## src/rtl/servo_pwm_capture.sv

```systemverilog
// Servo PWM receiver: measures pulse high time and decodes it to duty code 25..125 (period monitor under PWM_CAPTURE_PERIOD_EN).
// Latency: dc/dc_valid 25 cycles after the synchronized falling edge, constant for all widths.
// Backpressure: none; a falling edge while the divider is busy is dropped and flagged in sticky overrun.
module servo_pwm_capture #(
    parameter int FRECUENCIA = 1_000_000,
    parameter int PULSO_MIN  = 25_000,
    parameter int PULSO_MAX  = 125_000,
    parameter int TIMEOUT    = 2_000_000,
    parameter int PERIOD_TOL = 10_000
) (
    input  logic        clk,
    input  logic        rst,
    input  logic        enable,
    input  logic        pwm_in,
    output logic [7:0]  dc,
    output logic        dc_valid,
    output logic        busy,
    output logic        overrun,
    output logic        signal_lost,
    output logic [19:0] period_cycles,
    output logic        period_err
);

    localparam logic [19:0] P_MIN    = 20'(PULSO_MIN);
    localparam logic [19:0] P_MAX    = 20'(PULSO_MAX);
    localparam logic [16:0] RANGE    = 17'(PULSO_MAX - PULSO_MIN);
    localparam logic [20:0] LOST_LIM = 21'(TIMEOUT - 1);

    typedef enum logic [1:0] {S_IDLE, S_HIGH, S_DIV} state_t;

    state_t      state, state_nx;
    logic        sync_q1, sync_q2, sync_d;
    logic        rise, fall, timeout_evt, start, div_done;
    logic [19:0] high_cnt;
    logic [20:0] lost_cnt;
    logic [19:0] w_c;
    logic [23:0] num_c;
    logic [23:0] div_num;
    logic [16:0] div_rem;
    logic [7:0]  div_q;
    logic [4:0]  div_cnt;
    logic [17:0] rem_sh;
    logic        rem_ge;
    logic [16:0] rem_nx;
    logic [7:0]  q_nx;

    always_ff @(posedge clk or posedge rst) begin
        if (rst) begin
            sync_q1 <= 1'b0;
            sync_q2 <= 1'b0;
            sync_d  <= 1'b0;
        end else begin
            sync_q1 <= pwm_in;
            sync_q2 <= sync_q1;
            sync_d  <= sync_q2;
        end
    end

    assign rise        = sync_q2 & ~sync_d;
    assign fall        = ~sync_q2 & sync_d;
    assign timeout_evt = enable & ~rise & (lost_cnt == LOST_LIM);
    assign busy        = (state == S_DIV);
    assign start       = enable & (state == S_HIGH) & fall & ~timeout_evt;
    assign div_done    = enable & (state == S_DIV) & (div_cnt == 5'd23);

    always_comb begin
        w_c = high_cnt;
        if (high_cnt < P_MIN)
            w_c = P_MIN;
        else if (high_cnt > P_MAX)
            w_c = P_MAX;
        num_c = 24'(w_c - P_MIN) * 24'd100;
    end

    // One restoring-division step; the remainder always stays below RANGE.
    always_comb begin
        rem_sh = {div_rem, div_num[23]};
        rem_ge = (rem_sh >= {1'b0, RANGE});
        rem_nx = rem_ge ? 17'(rem_sh - {1'b0, RANGE}) : rem_sh[16:0];
        q_nx   = 8'({div_q, rem_ge});
    end

    always_comb begin
        state_nx = state;
        if (!enable) begin
            state_nx = S_IDLE;
        end else begin
            case (state)
                S_IDLE:  if (rise) state_nx = S_HIGH;
                S_HIGH: begin
                    if (timeout_evt)
                        state_nx = S_IDLE;
                    else if (fall)
                        state_nx = S_DIV;
                end
                S_DIV:   if (div_cnt == 5'd23) state_nx = rise ? S_HIGH : S_IDLE;
                default: state_nx = S_IDLE;
            endcase
        end
    end

    always_ff @(posedge clk or posedge rst) begin
        if (rst)
            state <= S_IDLE;
        else
            state <= state_nx;
    end

    // The rise cycle itself is already high, so the count restarts at 1.
    always_ff @(posedge clk or posedge rst) begin
        if (rst) begin
            high_cnt <= '0;
            lost_cnt <= '0;
        end else if (!enable) begin
            high_cnt <= '0;
            lost_cnt <= '0;
        end else begin
            if (rise)
                high_cnt <= 20'd1;
            else if (sync_q2 && high_cnt != '1)
                high_cnt <= high_cnt + 20'd1;
            if (rise)
                lost_cnt <= '0;
            else if (lost_cnt != '1)
                lost_cnt <= lost_cnt + 21'd1;
        end
    end

    always_ff @(posedge clk or posedge rst) begin
        if (rst) begin
            div_num <= '0;
            div_rem <= '0;
            div_q   <= '0;
            div_cnt <= '0;
        end else if (!enable) begin
            div_num <= '0;
            div_rem <= '0;
            div_q   <= '0;
            div_cnt <= '0;
        end else if (start) begin
            div_num <= num_c;
            div_rem <= '0;
            div_q   <= '0;
            div_cnt <= '0;
        end else if (state == S_DIV) begin
            div_num <= {div_num[22:0], 1'b0};
            div_rem <= rem_nx;
            div_q   <= q_nx;
            div_cnt <= div_cnt + 5'd1;
        end
    end

    always_ff @(posedge clk or posedge rst) begin
        if (rst) begin
            dc          <= 8'd25;
            dc_valid    <= 1'b0;
            overrun     <= 1'b0;
            signal_lost <= 1'b0;
        end else begin
            dc_valid <= div_done;
            if (div_done)
                dc <= 8'd25 + q_nx;
            if (enable && state == S_DIV && fall)
                overrun <= 1'b1;
            if (timeout_evt)
                signal_lost <= 1'b1;
            else if (div_done)
                signal_lost <= 1'b0;
        end
    end

`ifdef PWM_CAPTURE_PERIOD_EN
    localparam logic [19:0] FREQ = 20'(FRECUENCIA);
    localparam logic [19:0] TOL  = 20'(PERIOD_TOL);

    logic [19:0] per_cnt;
    logic        per_armed;
    logic [19:0] per_diff;

    assign per_diff = (per_cnt >= FREQ) ? (per_cnt - FREQ) : (FREQ - per_cnt);

    always_ff @(posedge clk or posedge rst) begin
        if (rst) begin
            per_cnt       <= '0;
            per_armed     <= 1'b0;
            period_cycles <= '0;
            period_err    <= 1'b0;
        end else if (!enable) begin
            per_cnt   <= '0;
            per_armed <= 1'b0;
        end else if (rise) begin
            per_cnt   <= 20'd1;
            per_armed <= 1'b1;
            if (per_armed) begin
                period_cycles <= per_cnt;
                period_err    <= (per_diff > TOL);
            end
        end else begin
            if (timeout_evt)
                per_armed <= 1'b0;
            if (per_cnt != '1)
                per_cnt <= per_cnt + 20'd1;
        end
    end
`else
    assign period_cycles = '0;
    assign period_err    = 1'b0;
`endif

endmodule

```

## config.mk

```make
export PLATFORM = sky130hd
export DESIGN_NAME = servo_pwm_capture
export DESIGN_NICKNAME = d
export VERILOG_FILES = /design/src/rtl/servo_pwm_capture.sv
export SDC_FILE = /design/constraint.sdc
export NUM_CORES = 1
export LEC_CHECK = 0
export ABC_CLOCK_PERIOD_IN_PS = 5800
export CORE_ASPECT_RATIO = 1.75
export CORE_MARGIN = 1
export CORE_UTILIZATION = 30
export DETAILED_ROUTE_END_ITERATION = 8
export PLACE_DENSITY = 0.5
export SYNTH_ARGS = -nofsm -noshare
export SYNTH_HDL_FRONTEND = slang
export SYNTH_SLANG_ARGS = --single-unit
```

## constraint.sdc

```tcl
create_clock -name clk -period 5.8 [get_ports clk]
set_input_delay 1.16 -clock clk [delete_from_list [all_inputs] [get_ports clk]]
set_output_delay 1.16 -clock clk [all_outputs]
set_load 0.02 [all_outputs]
```

# ---- After elaboration in Yosys (flattened, before gate mapping)
# Index checks and enable logic that the tools add are counted.
dict set report totals {
  register_bits 110
  word_cells 85
  in_bits 4
  out_inout_bits 33
}
dict set report op_classes {
  add_sub_neg 6
  n_bitwise 13
  mul 1
  reduce_logical 6
  eq_ne 12
  magnitude_cmp 3
  muxes 30
}
# cell n
set op_table {}
lappend op_table {{$mux 20} 5}
lappend op_table {{$mux 24} 3}
lappend op_table {{$mux 17} 4}
lappend op_table {{$mux 21} 3}
lappend op_table {{$mul 24x5->22 const B} 1}
lappend op_table {{$add 21x1->21 const B} 1}
lappend op_table {{$eq 21x21->1 const B} 1}
lappend op_table {{$mux 7} 3}
lappend op_table {{$ne 21x21->1 const B} 1}
lappend op_table {{$sub 20x15->21 const B} 1}
lappend op_table {{$add 20x1->20 const B} 1}
lappend op_table {{$gt 20x17->1 const B} 1}
lappend op_table {{$lt 20x15->1 const B} 1}
lappend op_table {{$ne 20x20->1 const B} 1}
lappend op_table {{$ge 18x17->1 const B} 1}
lappend op_table {{$sub 17x17->17 const B} 1}
lappend op_table {{$mux 5} 3}
lappend op_table {{$mux 2} 5}
lappend op_table {{$and 1x1->1} 9}
lappend op_table {{$ne 3x1->1 const B} 3}
lappend op_table {{$add 5x8->8 const A} 1}
lappend op_table {{$pmux 2 s3} 1}
lappend op_table {{$add 5x1->5 const B} 1}
lappend op_table {{$eq 5x5->1 const B} 1}
lappend op_table {{11 further kinds} 18}

# ---- Logic depth before layout (Yosys ltp)
# Gate-level depths: netlist (run 1).
dict set report depth {
  depth_word 9
  ltp_mapped 28
  mapped_depth_nobuf 26
}

# ---- Worst setup path after synthesis (run 1)
# OpenSTA, ideal clock, no wires.
dict set report synth_timing {
  path_type {flip-flop to flip-flop}
  startpoint {register high_cnt[2]}
  endpoint {register div_num[23]}
  period_less_slack_ns 6.361
  t_required_ns 5.723
  path_stages_with_launch 29
  arrival_ns 6.284
  setup_slack_ns -0.561
  path_buffers 2
  setup_ns 0.077
  cell_sequence {dfrtp_1 > buf_2 > or4b_1 > o21ai_0 > a211oi_1 > o31ai_2 > nand2_1 > nor2_1 > ha_1 > nor2b_1 > nor3b_1 > a211o_1 > buf_6 > nor3_1 > nor3b_2 > a211oi_1 > ha_1 > ha_1 > inv_1 > fa_1 > inv_1 > ha_1 > a21o_1 > a21o_1 > a21oi_1 > nor2b_1 > a311oi_1 > xnor3_1 > a21oi_1}
}
dict set report synth_between {
  elab_chain_len 7
  elab_cells_between_ends 8
  classes_between {add/sub (1); mul (1); order compare (2); mux (4)}
}
# item line_no
set synth_rtl {}
lappend synth_rtl {{start: declaration} 34} ;# logic [19:0] high_cnt;
lappend synth_rtl {{start signal: assignment} 121} ;# high_cnt <= high_cnt + 20'd1;
lappend synth_rtl {{$gt 20x17->1} 70} ;# else if (high_cnt > P_MAX)
lappend synth_rtl {{$mux 20} 70}
lappend synth_rtl {{$mux 20 (*)} 68} ;# if (high_cnt < P_MIN)
lappend synth_rtl {{$sub 20x15->21 (*)} 72} ;# num_c = 24'(w_c - P_MIN) * 24'd100;
lappend synth_rtl {{$mul 24x5->22 (*)} 72}
lappend synth_rtl {{$mux 24 (*)} 140} ;# end else if (start) begin
lappend synth_rtl {{$mux 24 (*)} 135} ;# end else if (!enable) begin
lappend synth_rtl {{end signal: assignment} 141} ;# div_num <= num_c;
lappend synth_rtl {{end signal: assignment} 146} ;# div_num <= {div_num[22:0], 1'b0};
lappend synth_rtl {{end: declaration} 38} ;# logic [23:0] div_num;
# Mark *: on every way between the ends. The rest lies on a longest branch, timed or not.
# A chain may end at the register's enable or synchronous reset.

# ---- Worst setup path after layout (run 1)
dict set report layout_timing {
  startpoint {register high_cnt[2]}
  endpoint {register div_num[21]}
}
# The elaborated chain is that of the path after synthesis.

==> results.txt, run 1 <==
Worst-path maximum fanout: 4. Clock-pin slew was measured on the worst setup and hold paths at 0.08 ns. The number of cells on the worst reg-to-reg path is 24. Before antenna repair, the detailed router went through 4 iterations. The run gives 9 as the TritonCTS buffer count.

The count of hold-fix buffers inserted at cts is 0. The share of Yosys cell area claimed by the top area cell type is 33.4%, and the insertion delay of the later-clocked pin in the worst-skew pair is 0.38 ns. The reported max-cap violation count was 0. Timing analysis after detailed placement gives a worst setup slack of 0.0104 ns. The run finished with clean final reports. The worst-case headroom to the max-slew limit was 31.1%; the largest stage delay on the critical path was 0.54 ns. The pin slew with the least headroom to its limit is 1.02 ns. After detailed routing, the average wire length per cell comes to 14.4 um. The synthesized design contains 108 register bits.

From synthesis to final layout, the design area changed by 14.3%. By instance count, the leading cell after synthesis is nand2_1. Power spread over the standard cell area amounts to 171 mW/mm^2. For this block, the initial DRC count from the detailed router was 230.

Among all stages on the critical path, the largest delay is contributed by or4b_1. The run gives 14.4% as the combined global-route utilization of all metal layers. The minimum period implied by the final worst setup slack is 5.70 ns.

The antenna violation net count after detailed routing was 0; the weighted congestion at the end of routability-driven global placement was 0.813. The placed instances occupy a cell area of 0.00851 sq mm. Reg-to-reg startpoint: high_cnt[2]. The tools report the count of fill cells added during filler insertion as 2,677. The worst setup slack after layout is 0.103 ns. The top cell type by total area after synthesis was dfrtp_1.

The mean area per synthesized cell came out at 8.63 sq um. Summing over every cut layer, the via total after detailed routing is 6,143. Critical register-to-register path endpoint: div_num[21].

In the routed design, unresolved DRC markers number 0. Layer carrying the most global-route usage: met2. The chip width was 124 um. The number of antenna violations at the first check in global routing came out at 0.

The commonest cells after synthesis are nand2_1 (139), dfrtp_1 (105), nor2_1 (101), inv_1 (66), ha_1 (59). Dividing the detail-routed via count by the number of cells gives 4.83. 37 I/O pins were placed. The highest achievable clock rate came out at 176 MHz.

Once the floorplan was initialized, standard cells occupied 30.4% of the core. The floorplan step defined a die boundary enclosing 0.0269 sq mm. During placement, the flow inserted port buffers numbering 15.

After global routing the overflow that remains totals 0. The core region is 0.0259 sq mm. Entering global routing, the biggest net connects 61 pins. The H-tree generated during clock tree synthesis spans 3 levels. The root buffer cell chosen for the clock tree is clkbuf_16. In the final design database the tool counted 1,027 nets. The leakage power total was 4.22 nW. The startpoint identified for the worst hold timing path is sync_q1. The tools report the final count of pins violating max slew as 0. The tools report the worst setup skew after layout as 0.0107 ns. The critical path in this run is classified as register to register. For the number of global-route vias before repair, the log shows 6,288. Largest family of logic cells by synthesized area: simple AND/OR/NAND/NOR gates. The worst-case IR drop observed on VDD is 0.000138 V. For this run, the leading register cell type out of synthesis is dfrtp_1.

During synthesis, Yosys emitted a total of 0 warnings. The final layout contains routed wiring with a total length of 18,300 um. The count of final hold-check violations came out at 0. The logs give 1,273 for the post-route non-filler standard cell count and 34.4% for the portion of the post-synthesis area used by sequential elements. TritonCTS built the clock tree. The worst setup path is captured at a register.

The worst register-to-register path has a setup slack of 0.10 ns. Of the total synthesized cell area, the portion taken by full adders, half adders and majority gates is 13.5%. The cell count after synthesis came out at 911. Setup repair after global routing could not meet its margin everywhere. No sink is reached through more buffers than the 2 on the longest clock path. The critical path arrival is 6.00 ns, and the fraction of the mapped netlist area in compound gates is 12.8%.

After detailed placement, the design holds a cell count of 1,249. For the final non-filler cell area, the log shows 0.00898 sq mm. Measured against the total synthesized area, the mux share comes to 0.510%.

The tools report the met3 demand-to-capacity share in global routing as 2.54%. Share of the clock period used by the worst path after layout: 98.2%. The number of placement rows was 78.

STA classifies the critical path startpoint as a register. Among the stages of the critical path, the cell type that occurs most often is ha_1. At the end of the flow the core is filled with cells to 34.7%. Summing the areas of all and, or, nand and nor instances in the mapped netlist gives 22.1% of the synthesized area. The async set or reset register ratio after synthesis was 100%.

The data required time of the worst path came out at 6.10 ns. The number of antenna diodes in the final layout is 0. The xor and xnor fraction of the mapped netlist area is 8.65%, and the hold-critical path depth is 0. By area the synthesized netlist is led by dfrtp_1 (33%), ha_1 (9.4%), nand2_1 (6.6%). The endpoint of the worst hold path was sync_q2. The die is 216 um tall. Walking the worst path, the cells encountered are or4b_1 > o21ai_2 > a211oi_2 > o31ai_2 > nand2_2 > nor2_4 > ha_4 > nor2b_2 > nor3b_2 > a211o_4 > xor2_1 > ha_1 > ha_1 > inv_1 > fa_1 > inv_1 > ha_1 > a21o_1 > a211o_1 > a21oi_2 > a21o_1 > a21oi_1 > or4_1 > o211ai_1. For met2 alone, demand over resource in global routing was 27.9%.

For met1 alone, demand over resource in global routing was 15.1%. The path class of the tightest hold or removal check is register to register. Once detailed placement completed, the half-perimeter wirelength came to 13,500 um. Number of distinct library cells after synthesis: 71. The number of synthesized flops with an enable pin works out to 0. The run gives 108 as the clock sink total.

The first global-routing pass estimated 31,000 um of wire. Setup violations remaining at the end of the flow were counted as 0. Summing every instance area after synthesis gives 0.00786 sq mm. The ratio of cells with drive above 1 in the final layout is 12.8%.
[flip-flops by register name, indices dropped and copies added, names as in the netlist, 2 cells and up]
signal,flops
div_rem,17
high_cnt,20
state,2
div_cnt,5
lost_cnt,21
dc,8
div_q,7
div_num,22
[worst max path at each step]
| stage | startpoint | to | slack, ns | depth (start not counted) |
|---|---|---|---|---|
| after detailed placement | high_cnt[0] | div_num[23] | 0.01 | 24 |
| after floorplan | high_cnt[2] | div_num[23] | 0.009 | 28 |
| final | high_cnt[2] | div_num[21] | 0.10 | 24 |
| after global placement | high_cnt[0] | div_num[21] | 0.13 | 24 |
| after global routing | high_cnt[2] | div_num[21] | -0.17 | 23 |
| after CTS | high_cnt[0] | div_num[23] | -0.009 | 25 |
[logic make-up (layout without fill, tap and decap cells)]
| logic type | count (synthesis) | count (layout) |
|---|---|---|
| AOI/OAI and AO/OA | 149 | 149 |
| xor gates and xnor gates | 76 | 76 |
| adders and majority gates | 75 | 75 |
| buffers and inverters | 132 | 153 |
| DFF | 108 | 108 |
| muxes | 4 | 4 |
| other | 2 | 23 |
| and+or+nand+nor | 365 | 365 |
[final cells by class]
class / instances / area (sq um) / area share (%)
clock buffer: 9 / 225 / 2.51
clock inverter: 7 / 73.8 / 0.822
inverter: 67 / 254 / 2.83
multi-input combinational: 692 / 4760 / 53.0
sequential: 108 / 2710 / 30.1
tap: 320 / 400 / 4.46
timing repair buffer: 70 / 567 / 6.31
[metal layers]
metal / vias up / routed length, um
met1: 2940 / 7360
li1: 3119 / -
met4: 0 / 448
met3: 22 / 311
met2: 62 / 10200
met5: - / 0
[power by group]
group	switching (mW)	total, mW	internal [mW]
Combinational	0.0702	0.0955	0.0253
Clock	0.326	0.665	0.339
Sequential	0.00969	0.773	0.764
[per-stage QoR]
step | power (mW) | hold WS [ns] | TNS (ns)
floorplan | 0.866 | 0.331 | 0
global placement | 0.887 | 0.333 | 0
detailed placement | 0.886 | 0.336 | 0
CTS | 1.57 | 0.355 | -0.00927
global route | 1.60 | 0.376 | -0.340
finish | 1.53 | 0.357 | 0
[timing repair]
action	4_1_cts	5_1_grt
resized for setup	0	28
endpoints found under the setup margin	2	9
endpoints found under the hold margin	0	0
gates cloned	0	0
pin swaps	1	34
setup buffers	0	8
[worst max-delay path, delay by kind of cell, from the launching register on]
| kind | cells | cell delay (ns) |
|---|---|---|
| AOI/OAI and AO/OA | 10 | 1.93 |
| adders and majority gates | 5 | 1.55 |
| and+or+nand+nor | 6 | 1.51 |
| DFF | 1 | 0.37 |
| xor gates and xnor gates | 1 | 0.18 |
| buffers and inverters | 2 | 0.09 |
[placed cells by master, fill, tap and decap left out, types with 6 or more instances in the layout]
cell and instances:
a311oi_1 12, nand4_1 17, a21oi_1 38, nor2_1 98, and2_1 6, and3_1 11
a211oi_1 13, inv_1 63, a21oi_2 6, clkbuf_16 9, nand2_1 138, buf_4 54
ha_1 55, nor3_1 9, clkdlybuf4s50_1 15, fa_1 16, a21o_1 11, nand2b_1 7
nand3_1 28, or3_1 7, dfrtp_1 105, o21ai_0 21, xnor2_1 34, conb_1 23
xor2_1 41
Power figures use the tool's default switching activity.
==> run 2: changes to the inputs <==
--- a/config.mk
+++ b/config.mk
@@ -8,9 +8,9 @@
 export ABC_CLOCK_PERIOD_IN_PS = 5800
 export CORE_ASPECT_RATIO = 1.75
 export CORE_MARGIN = 1
-export CORE_UTILIZATION = 30
+export CORE_UTILIZATION = 23
 export DETAILED_ROUTE_END_ITERATION = 8
-export PLACE_DENSITY = 0.5
+export PLACE_DENSITY = 0.42
 export SYNTH_ARGS = -nofsm -noshare
 export SYNTH_HDL_FRONTEND = slang
 export SYNTH_SLANG_ARGS = --single-unit
==> run 2 against run 1 <==
Critical path type unchanged. Clock power up 8.7%. Final area grew 2.7%. Utilization fell by 7.3 points. Sequential share of layout area shrank 0.80 points. Highest routed layer unchanged. Clock skew up 0.0026 ns. Critical path depth is the same. Register-to-register slack better by 0.14 ns. Critical endpoint unchanged. First-iteration DRC count decreased by 19%.
==> results.txt, run 2 (synthesis gave the netlist of run 1 again) <==
The flow ran to the end, and the final reports show no timing, DRC or antenna violations. The number of antenna violations at the first check in global routing is 0 (unchanged). The tools report the critical register-to-register path endpoint as div_num[21] (unchanged). The wire length of the first global-routing pass came out at 31,400 um (was 31,000 um).

The run gives 180 MHz (was 176 MHz) as the highest achievable clock rate. The count of input and output buffers was 15 (unchanged); the clock edge transition at the registers on the reported setup and hold paths was 0.08 ns (about the same). The combined global-route utilization of all metal layers was 11.6% (was 14.4%). The worst voltage drop across the vdd grid is 0.000131 V (was 0.000138 V).

The tools report the worst-case headroom to the max-slew limit as 28.1% (was 31.1%). The clock sink total was 108 (unchanged). The average detailed-routed wire length per instance was 13.5 um (was 14.4 um). The most frequent standard cell in the layout excluding fill and tap cells was nand2_1 (unchanged). The kind of critical path is register to register (unchanged). The leakage power total was 4.29 nW (was 4.22 nW).

The data required time of the worst path was 6.11 ns (was 6.10 ns); the number of placement rows was 89 (was 78). The antenna diode count came out at 0 (unchanged). I/O pin total: 37 (unchanged).

The hold-critical path depth is 0 (unchanged). The net switching share of the total power works out to 25.4% (was 26.4%). Total routed wirelength: 19,100 um (was 18,300 um).

Power density normalized to cell area: 172 mW/mm^2 (was 171 mW/mm^2). The number of H-tree branching levels came out at 3 (unchanged). The ratio of cells with drive above 1 in the final layout was 12.7% (was 12.8%). The initial DRC count is 186 (was 230), and the post-route non-filler standard cell count is 1,414 (was 1,273).

The reported max-cap violation count was 0 (unchanged); the path depth of the worst reg2reg path was 24 (unchanged). The share of the clock period used by the worst path after layout came out at 95.9% (was 98.2%). The run gives 45.4% (was 43.3%) as the part of the total power dissipated in the clock network.

The run gives 9 (unchanged) as the TritonCTS buffer count. The ratio of routed vias to standard cells is 4.36 (was 4.83). The worst min-delay path category is register to register (unchanged). The tools report the worst-case clock buffer depth as 2 (unchanged). The reg-to-reg startpoint was high_cnt[0] (was high_cnt[2]).

The number of global-route vias before repair was 6,292 (was 6,288). For the pre-CTS worst setup slack, the log shows -0.0839 ns (was 0.0104 ns). The total instance count after detailed placement is 1,394 (was 1,249). The count of final setup violators was 0 (unchanged).

The area of the core is 0.0336 sq mm (was 0.0259 sq mm), and the die area is 0.0349 sq mm (was 0.0269 sq mm). The tools report the critical path capture point type as a register (unchanged). The net total in the final layout is 1,033 (was 1,027), and the worst setup slack after layout is 0.239 ns (was 0.103 ns). The pin slew with the least headroom to its limit was 1.07 ns (was 1.02 ns). Most used cells in the layout excluding fill and tap cells: nand2_1 (138), dfrtp_1 (105), nor2_1 (99) (was nand2_1 (138), dfrtp_1 (105), nor2_1 (98)).

For the antenna violation net count after detailed routing, the log shows 0 (unchanged). The DRC violation count after routing is 0 (unchanged), and the part of the power in combinational logic is 6.0% (was 6.2%). TritonCTS built the clock tree. The area growth from synthesis to layout was 17.5% (was 14.3%); the post-placement cell area was 0.00876 sq mm (was 0.00851 sq mm). The critical path arrival is 5.87 ns (was 6.00 ns). Via count: 6,170 (was 6,143). The post-detailed-placement half-perimeter wirelength is 14,700 um (was 13,500 um). The tools report the register share of total power as 48.6% (was 50.4%).

The leftover overflow at the end of global routing is 0 (unchanged), and the count of hold-fix buffers inserted at cts is 0 (unchanged). The tools report the launch point of the worst hold path as sync_q1 (unchanged). The worst-path maximum fanout is 5 (was 4), and the utilization of the core after routing is 27.4% (was 34.7%). The number of flip-flops under the largest register name is 22 (unchanged). The die height works out to 247 um (was 216 um). Endpoint of the worst hold path: sync_q2 (unchanged). Chip width: 142 um (was 124 um). The worst setup skew after layout is 0.0133 ns (was 0.0107 ns).

The run gives 1.19 mW (was 1.13 mW) as the internal portion of total power. The sort of element at the start of the critical path is a register (unchanged). The count of final hold-check violations is 0 (unchanged), and the initial core utilization is 23.4% (was 30.4%). For the final count of pins violating max slew, the log shows 0 (unchanged).

The overall power after layout was 1.59 mW (was 1.53 mW). Largest regs: div_num: 22 flops, lost_cnt: 21 flops, high_cnt: 20 flops (unchanged). The maximum number of pins on one net before global-route repair is 71 (was 61). Most flop-heavy register: div_num (unchanged).

The net switching power is 0.404 mW (was 0.405 mW), and the minimum setup slack among reg-to-reg paths is 0.24 ns (was 0.10 ns). The tools report the CTS root buffer as clkbuf_16 (unchanged). The minimum period implied by the final worst setup slack was 5.56 ns (was 5.70 ns).

The insertion delay of the later-clocked pin in the worst-skew pair was 0.39 ns (was 0.38 ns). The run gives 0.00923 sq mm (was 0.00898 sq mm) as the final non-filler cell area. The weighted congestion at the end of routability-driven global placement was 0.746 (was 0.813).

The count of TritonRoute iterations in the first routing pass was 4 (unchanged).
==> run 2: cell types whose count changed in the layout (fill, tap and decap cells not counted), sizes merged <==
cell | before | now
buf | 55 | 61
clkinvlp | 1 | 0
bufinv | 1 | 2
clkinv | 2 | 1
clkbuf | 9 | 10
==> run 2: critical path: stages (launching register included) <==
cell	delay, ns
dfrtp_1	0.39
or4b_4	0.54
o21ai_2	0.14
a211oi_2	0.10
o31ai_4	0.29
nand2_2	0.12
nor2_4	0.13
ha_4	0.18
nor2b_2	0.05
nor3b_2	0.15
a211o_4	0.31
xor2_1	0.17
ha_1	0.30
ha_1	0.28
inv_1	0.05
fa_1	0.50
inv_1	0.04
ha_1	0.30
a21o_1	0.20
a211o_1	0.33
a21oi_2	0.15
a21o_1	0.14
a21oi_1	0.08
or4_1	0.46
o211ai_1	0.10
==> run 2: what timing repair did <==
action / in CTS / in global routing
setup buffers: 0 / 4
pin swaps: 2 / 18
gates resized for setup: 4 / 19
setup endpoints to repair: 2 / 7
==> run 2: worst max-delay path by stage <==
| stage | start | endpoint | slack, ns | cells past startpoint |
|---|---|---|---|---|
| floorplan | high_cnt[2] | div_num[23] | 0.009 | 28 |
| global placement | high_cnt[0] | div_num[23] | 0.04 | 24 |
| detailed placement | high_cnt[0] | div_num[23] | -0.08 | 25 |
| CTS | high_cnt[0] | div_num[23] | 0.01 | 26 |
| global route | high_cnt[0] | div_num[21] | -0.02 | 25 |
| finish | high_cnt[0] | div_num[21] | 0.24 | 24 |
==> run 2: metal layers <==
layer	track usage [%]	share of wire [%]
met2	24.4	59
met1	10.6	36
met5	0	0
met3	1.36	1.6
met4	5.47	2.5
==> run 2: power groups by stage <==
| stage | logic, mW | clock network, mW | registers (mW) |
|---|---|---|---|
| floorplan | 0.0779 | 0 | 0.788 |
| global placement | 0.0990 | 0 | 0.788 |
| detailed placement | 0.0989 | 0 | 0.788 |
| CTS | 0.0994 | 0.755 | 0.773 |
| global route | 0.109 | 0.769 | 0.775 |
| finish | 0.0957 | 0.723 | 0.773 |
==> run 2: layout make-up <==
| cell class | instances | area (sq um) |
|---|---|---|
| Clock inverter | 6 | 100 |
| Sequential cell | 108 | 2710 |
| Multi-Input combinational cell | 692 | 4750 |
| Fill cell | 3684 | 24400 |
| Clock buffer | 10 | 239 |
| Inverter | 67 | 254 |
| Tap cell | 455 | 569 |
| Timing Repair Buffer | 76 | 612 |
==> run 2: through the flow <==
stage	hold slack [ns]	TNS [ns]
after global routing	0.371	-0.0263
after CTS	0.366	0
after detailed placement	0.344	-0.0839
after floorplan	0.331	0
final	0.363	0
after global placement	0.343	0
==> run 3: changes to the inputs <==
--- a/config.mk
+++ b/config.mk
@@ -10,7 +10,9 @@
 export CORE_MARGIN = 1
 export CORE_UTILIZATION = 23
 export DETAILED_ROUTE_END_ITERATION = 8
+export GPL_TIMING_DRIVEN = 1
 export PLACE_DENSITY = 0.42
+export SLEW_MARGIN = 10
 export SYNTH_ARGS = -nofsm -noshare
 export SYNTH_HDL_FRONTEND = slang
 export SYNTH_SLANG_ARGS = --single-unit
==> results of run 3 <==
The final DEF is identical to that of run 2; final timing and power are the same.
